## src/rtl/id_stage.sv

```systemverilog
// RV64I decode stage feeding the execute ALU.
// Decodes one instruction per cycle and holds it in the ID/EX register.
// The ID/EX register has valid/ready backpressure and a flush input.
module id_stage #(
   parameter int XLEN   = 64,
   parameter int CTRL_W = 17
) (
   input  logic              clk,
   input  logic              rst,
   input  logic              in_valid,
   output logic              in_ready,
   input  logic [31:0]       in_instr,
   input  logic [XLEN-1:0]   in_pc,
   input  logic              flush,
   output logic [4:0]        rf_raddr1,
   output logic [4:0]        rf_raddr2,
   input  logic [XLEN-1:0]   rf_rdata1,
   input  logic [XLEN-1:0]   rf_rdata2,
   output logic              out_valid,
   input  logic              out_ready,
   output logic [CTRL_W-1:0] out_alu_ctrl,
   output logic [XLEN-1:0]   out_alu_sr1,
   output logic [XLEN-1:0]   out_alu_sr2,
   output logic [4:0]        out_rd,
   output logic              out_rd_wen,
   output logic [XLEN-1:0]   out_br_target,
   output logic [XLEN-1:0]   out_pc,
   output logic              out_illegal
);

   localparam int C_ADD  = 0;
   localparam int C_SUB  = 1;
   localparam int C_SLT  = 2;
   localparam int C_SLTU = 3;
   localparam int C_AND  = 4;
   localparam int C_XOR  = 5;
   localparam int C_OR   = 6;
   localparam int C_SLL  = 7;
   localparam int C_SRL  = 8;
   localparam int C_SRA  = 9;
   localparam int C_LUI  = 10;
   localparam int C_BEQ  = 11;
   localparam int C_BNE  = 12;
   localparam int C_BLT  = 13;
   localparam int C_BGE  = 14;
   localparam int C_BLTU = 15;
   localparam int C_BGEU = 16;

   localparam logic [6:0] OPC_OP     = 7'b0110011;
   localparam logic [6:0] OPC_OPIMM  = 7'b0010011;
   localparam logic [6:0] OPC_LUI    = 7'b0110111;
   localparam logic [6:0] OPC_AUIPC  = 7'b0010111;
   localparam logic [6:0] OPC_BRANCH = 7'b1100011;

   logic              valid_q, valid_d;
   logic [CTRL_W-1:0] alu_ctrl_q, alu_ctrl_d;
   logic [XLEN-1:0]   sr1_q, sr1_d;
   logic [XLEN-1:0]   sr2_q, sr2_d;
   logic [4:0]        rd_q, rd_d;
   logic              rd_wen_q, rd_wen_d;
   logic [XLEN-1:0]   br_target_q, br_target_d;
   logic [XLEN-1:0]   pc_q, pc_d;
   logic              illegal_q, illegal_d;

   logic              accept;
   logic [6:0]        opcode;
   logic [2:0]        funct3;
   logic [6:0]        funct7;
   logic [5:0]        funct6;
   logic [XLEN-1:0]   imm_i, imm_u, imm_b;
   logic [XLEN-1:0]   dec_sr1, dec_sr2;
   logic [CTRL_W-1:0] dec_ctrl;
   logic              dec_illegal, dec_branch;

   assign opcode = in_instr[6:0];
   assign funct3 = in_instr[14:12];
   assign funct7 = in_instr[31:25];
   assign funct6 = in_instr[31:26];
   assign imm_i  = {{52{in_instr[31]}}, in_instr[31:20]};
   assign imm_u  = {{32{in_instr[31]}}, in_instr[31:12], 12'b0};
   assign imm_b  = {{51{in_instr[31]}}, in_instr[31], in_instr[7],
                    in_instr[30:25], in_instr[11:8], 1'b0};

   assign rf_raddr1 = in_instr[19:15];
   assign rf_raddr2 = in_instr[24:20];

   assign in_ready = ~valid_q | out_ready;
   assign accept   = in_valid & in_ready & ~flush;

   // Instruction decode: one-hot ALU control, operand selection, legality.
   always_comb begin
      dec_ctrl    = '0;
      dec_sr1     = '0;
      dec_sr2     = '0;
      dec_illegal = 1'b0;
      dec_branch  = 1'b0;
      unique case (opcode)
         OPC_OP: begin
            dec_sr1 = rf_rdata1;
            dec_sr2 = rf_rdata2;
            if (funct7 == 7'b0000000) begin
               unique case (funct3)
                  3'b000: dec_ctrl[C_ADD]  = 1'b1;
                  3'b001: dec_ctrl[C_SLL]  = 1'b1;
                  3'b010: dec_ctrl[C_SLT]  = 1'b1;
                  3'b011: dec_ctrl[C_SLTU] = 1'b1;
                  3'b100: dec_ctrl[C_XOR]  = 1'b1;
                  3'b101: dec_ctrl[C_SRL]  = 1'b1;
                  3'b110: dec_ctrl[C_OR]   = 1'b1;
                  default: dec_ctrl[C_AND] = 1'b1;
               endcase
            end else if (funct7 == 7'b0100000 && funct3 == 3'b000) begin
               dec_ctrl[C_SUB] = 1'b1;
            end else if (funct7 == 7'b0100000 && funct3 == 3'b101) begin
               dec_ctrl[C_SRA] = 1'b1;
            end else begin
               dec_illegal = 1'b1;
            end
            // RV64 shifts use only the low six bits of the shift amount
            if (funct3 == 3'b001 || funct3 == 3'b101)
               dec_sr2 = {58'b0, rf_rdata2[5:0]};
         end
         OPC_OPIMM: begin
            dec_sr1 = rf_rdata1;
            dec_sr2 = imm_i;
            unique case (funct3)
               3'b000: dec_ctrl[C_ADD]  = 1'b1;
               3'b010: dec_ctrl[C_SLT]  = 1'b1;
               3'b011: dec_ctrl[C_SLTU] = 1'b1;
               3'b100: dec_ctrl[C_XOR]  = 1'b1;
               3'b110: dec_ctrl[C_OR]   = 1'b1;
               3'b111: dec_ctrl[C_AND]  = 1'b1;
               3'b001: begin
                  dec_sr2 = {58'b0, in_instr[25:20]};
                  if (funct6 == 6'b000000) dec_ctrl[C_SLL] = 1'b1;
                  else                     dec_illegal     = 1'b1;
               end
               default: begin
                  dec_sr2 = {58'b0, in_instr[25:20]};
                  if (funct6 == 6'b000000)      dec_ctrl[C_SRL] = 1'b1;
                  else if (funct6 == 6'b010000) dec_ctrl[C_SRA] = 1'b1;
                  else                          dec_illegal     = 1'b1;
               end
            endcase
         end
         OPC_LUI: begin
            dec_ctrl[C_LUI] = 1'b1;
            dec_sr2         = imm_u;
         end
         OPC_AUIPC: begin
            dec_ctrl[C_ADD] = 1'b1;
            dec_sr1         = in_pc;
            dec_sr2         = imm_u;
         end
         OPC_BRANCH: begin
            dec_branch = 1'b1;
            dec_sr1    = rf_rdata1;
            dec_sr2    = rf_rdata2;
            unique case (funct3)
               3'b000: dec_ctrl[C_BEQ]  = 1'b1;
               3'b001: dec_ctrl[C_BNE]  = 1'b1;
               3'b100: dec_ctrl[C_BLT]  = 1'b1;
               3'b101: dec_ctrl[C_BGE]  = 1'b1;
               3'b110: dec_ctrl[C_BLTU] = 1'b1;
               3'b111: dec_ctrl[C_BGEU] = 1'b1;
               default: dec_illegal     = 1'b1;
            endcase
         end
         default: dec_illegal = 1'b1;
      endcase
      // Illegal encodings present a fully zeroed control/operand set to EX
      if (dec_illegal) begin
         dec_ctrl = '0;
         dec_sr1  = '0;
         dec_sr2  = '0;
      end
   end

   // ID/EX next-state: flush wins, then accept, then drain on consume.
   always_comb begin
      valid_d     = valid_q;
      alu_ctrl_d  = alu_ctrl_q;
      sr1_d       = sr1_q;
      sr2_d       = sr2_q;
      rd_d        = rd_q;
      rd_wen_d    = rd_wen_q;
      br_target_d = br_target_q;
      pc_d        = pc_q;
      illegal_d   = illegal_q;
      if (flush) begin
         valid_d = 1'b0;
      end else if (accept) begin
         valid_d     = 1'b1;
         alu_ctrl_d  = dec_ctrl;
         sr1_d       = dec_sr1;
         sr2_d       = dec_sr2;
         rd_d        = in_instr[11:7];
         rd_wen_d    = ~dec_illegal & ~dec_branch & (in_instr[11:7] != 5'd0);
         br_target_d = in_pc + imm_b;
         pc_d        = in_pc;
         illegal_d   = dec_illegal;
      end else if (out_ready) begin
         valid_d = 1'b0;
      end
   end

   // ID/EX register; reset discards any held instruction.
   always_ff @(posedge clk or posedge rst) begin
      if (rst) begin
         valid_q     <= 1'b0;
         alu_ctrl_q  <= '0;
         sr1_q       <= '0;
         sr2_q       <= '0;
         rd_q        <= '0;
         rd_wen_q    <= 1'b0;
         br_target_q <= '0;
         pc_q        <= '0;
         illegal_q   <= 1'b0;
      end else begin
         valid_q     <= valid_d;
         alu_ctrl_q  <= alu_ctrl_d;
         sr1_q       <= sr1_d;
         sr2_q       <= sr2_d;
         rd_q        <= rd_d;
         rd_wen_q    <= rd_wen_d;
         br_target_q <= br_target_d;
         pc_q        <= pc_d;
         illegal_q   <= illegal_d;
      end
   end

   assign out_valid     = valid_q;
   assign out_alu_ctrl  = alu_ctrl_q;
   assign out_alu_sr1   = sr1_q;
   assign out_alu_sr2   = sr2_q;
   assign out_rd        = rd_q;
   assign out_rd_wen    = rd_wen_q;
   assign out_br_target = br_target_q;
   assign out_pc        = pc_q;
   assign out_illegal   = illegal_q;

endmodule

```

## config.mk

```make
export PLATFORM = sky130hd
export DESIGN_NAME = id_stage
export DESIGN_NICKNAME = d
export VERILOG_FILES = /design/src/rtl/id_stage.sv
export SDC_FILE = /design/constraint.sdc
export NUM_CORES = 1
export LEC_CHECK = 0
export CAP_MARGIN = 20
export CELL_PAD_IN_SITES_DETAIL_PLACEMENT = 0
export CELL_PAD_IN_SITES_GLOBAL_PLACEMENT = 1
export CORE_MARGIN = 4
export CORE_UTILIZATION = 37
export DETAILED_ROUTE_END_ITERATION = 8
export GPL_TIMING_DRIVEN = 1
export PLACE_DENSITY = 0.92
export SETUP_SLACK_MARGIN = 0.4
export SLEW_MARGIN = 30
export SYNTH_ARGS = -nofsm -noshare
export SYNTH_HDL_FRONTEND = slang
export SYNTH_SLANG_ARGS = --single-unit
```

## constraint.sdc

```tcl
create_clock -name clk -period 26.6 [get_ports clk]
set_clock_uncertainty 0.15 [all_clocks]
set_input_delay 7.98 -clock clk [delete_from_list [all_inputs] [get_ports clk]]
set_output_delay 7.98 -clock clk [all_outputs]
set_load 0.01 [all_outputs]
```

==> flow_summary.yaml <==
route:
  drt-pass1-iter-count: 5
  drcViolationCount: 0
  ant_nets: 0
  post_drt_wl_per_cell_um: 20.60
  routed_wirelength_um: 57160
  via_count: 15454
  drt_iter0_drc: 1418
  detail_route.vias_per_cell: 5.571
die:
  ioPinCount: 521
  core-area_um2: 41200
  fp-row-count: 74
  start_util_pct: 37.83
  die_h_um: 213.2
  die-area_um2: 45470
  die_w_um: 213.2
timing:
  tns_ps: 0
  period_share_pct: 65.09
  slew_headroom_pct: 37.71
  fin_crit_ps: 17310
  drv_slew: 0
  hold_violations: 0
  worstMarginPinSlew_ps: 934.4
  rsz0062_at_grt: "no"
  final-setup-viol-count: 0
  max_freq_ghz: 0.05775
  finalWorstSetupSlack_ps: 9285
synth:
  syn_area_um2: 15590
  synthFlopType: "dfrtp_1"
  ys_seq_elements: 280
  async_flop_share_pct: 100.0
  synth_nets: 2086
  syn_avg_cell_area_um2: 8.688
  synth_edf_count: 0
  synth.distinct_cells: 61
  yosysSeqAreaShare_pct: 44.95
  syn_inst: 1794
  synth_warnings: 0
final_layout:
  fin_util_pct: 53.87
  layout_commonest_cell: "clkdlybuf4s50_1"
  drive_above_1_share_pct: 3.705
  fin_nets: 2508
  mostFrequentLayoutCells: "clkdlybuf4s50_1 (519), nand2_1 (484), dfrtp_1 (280)"
  area_growth_pct: 42.42
global_routing:
  grt_overflow: 0
  first_global_vias: 14854
  grt_pass1_wl_um: 86260
  grt_util_all_layers_pct: 23.53
  grt_max_degree: 249
  antenna_found_initial: 2
cts:
  clkTransAtPathRegs_ps: 60
  cts_max_path_buffers: 3
  post-cts-setup-buffers: 0
  ctsHoldBuffers: 0
  cts.htree.levels: 1
  clkLatencyLatePin_ps: 550
  cts_buffers: 31
  clockRootBuffer: "clkbuf_16"
  cts_tree: "done"
  cts_resized: 0
  cts_sinks: 280
placed_design:
  dp_hpwl_um: 42340
  finalWeightedCongestion: 0.8946
  portBuffers: 520
  place_ws_ps: 9288
setup_path:
  reg2reg_slack_ps: 22850
  required_ps: 18470
  cp_common_cell: "clkdlybuf4s50_1"
  arrival_ps: 9180
  cp_max_fo: 3
  critical_path.max_stage_delay_ps: 490
  crit_type: "input port to output pin"
  worstPathCellList: "clkdlybuf4s50_1 > nor2b_1 > inv_1 > clkdlybuf4s50_1"
  end_kind: "output pin"
  critPathLaunchType: "input port"
  crit_path_top_delay_cell: "clkdlybuf4s50_1"
power_and_ir_drop:
  p_per_area_nw_per_um2: 57.16
  vdd_ir_drop_max_mv: 0.04222
  leakage_nw: 9.317
flow_run:
  drv_cap: 0
outcome:
  status: "finished clean"
worst_hold_path:
  hold_path_class: "register to register"
-- flip-flops by register name, summed over array words and instances (netlist names) --
signal         cells
out_rd             5
out_br_target     64
out_rd_wen         1
out_alu_sr1       64
out_illegal        1
out_valid          1
out_alu_ctrl      17
out_alu_sr2       64
out_pc            63
-- path summary, 6_finish.rpt --
kind | startpoint | to | depth (start not counted)
max | out_ready | in_ready | 4
min | out_pc[41] | out_pc[41] | 2
max reg2reg | out_valid | out_alu_sr2[10] | 8
min reg2reg | out_pc[41] | out_pc[41] | 2
max in group asynchronous | rst | out_alu_sr1[17] | 4
min in group asynchronous | rst | out_alu_sr1[55] | 2
-- kinds of logic (layout without fill, tap and decap cells) --
group	Yosys count	count (layout)	synth area share (%)
simple gates	669	669	18.29
compound gates	562	562	24.32
flops	280	280	44.95
buf+inv	166	612	4.271
fa+ha+maj	63	63	5.106
xor+xnor	52	52	2.922
mux	2	2	0.1365
other cells	0	2	0
-- synth_stat cells, types with 4 or more instances --
cell,count,area [um^2]
ha_1,62,775.7
a211oi_1,12,90.09
o21ai_1,5,25.02
clkbuf_1,126,473.0
nand2_1,484,1817
o21ai_0,98,490.5
a211o_1,5,43.79
xnor2_1,29,254.0
nor2_1,52,195.2
a21oi_1,106,530.5
buf_1,9,33.78
nand4_1,25,156.4
a221oi_1,20,175.2
nor2b_1,11,68.82
inv_1,19,71.32
buf_4,11,82.58
or4_1,8,60.06
a22oi_1,77,578.1
a31oi_1,7,43.79
o21bai_1,16,120.1
o21a_1,8,60.06
or3_1,6,37.54
and3_1,5,31.28
xor2_1,23,201.4
nand2b_1,7,43.79
a21o_1,42,315.3
dfrtp_1,280,7007
nor3_1,17,85.08
nand3_1,26,130.1
and2_1,6,37.54
a41oi_1,4,35.03
o31ai_1,141,1059
-- metrics by stage --
step | std cells | instance area [um^2] | hold slack [ps] | total power (W)
detailed placement | 2714 | 21050 | 309.5 | 0.0008126
global placement | 2714 | 21040 | 303.0 | 0.0008077
global route | 2774 | 22200 | 341.3 | 0.001330
floorplan | 1794 | 15590 | 357.0 | 0.0006398
finish | 2774 | 22200 | 322.4 | 0.001269
CTS | 2771 | 22150 | 325.9 | 0.001279
-- layout make-up --
type	count	area, um^2
fill	3735	19000
multi-input combinational	1348	7966
sequential	280	7007
timing repair buffer	536	5371
clock buffer	49	933.4
tap	532	665.6
clock inverter	8	165.2
inverter	19	83.83
antenna	2	5.005
-- per-layer routing --
layer	vias up	GRT usage [%]	share of wire, %
li1	7260	-	-
met1	7518	29.66	40
met3	95	4.937	7.5
met2	581	40.53	49
met5	-	0	0
met4	0	7.702	3.1
-- worst max-delay path: cells and delay by family --
family	cells	cell delay [ps]
AND/OR/NAND/NOR	1	230
buffers and inverters	3	980
-- report_power, final --
| group | internal (W) | switching, W | total, W |
|---|---|---|---|
| logic | 0.000152 | 0.000170 | 0.000321 |
| clock network | 0.000287 | 0.000175 | 0.000462 |
| registers | 0.000464 | 0.0000208 | 0.000485 |
(Power assumes the default switching activity.)
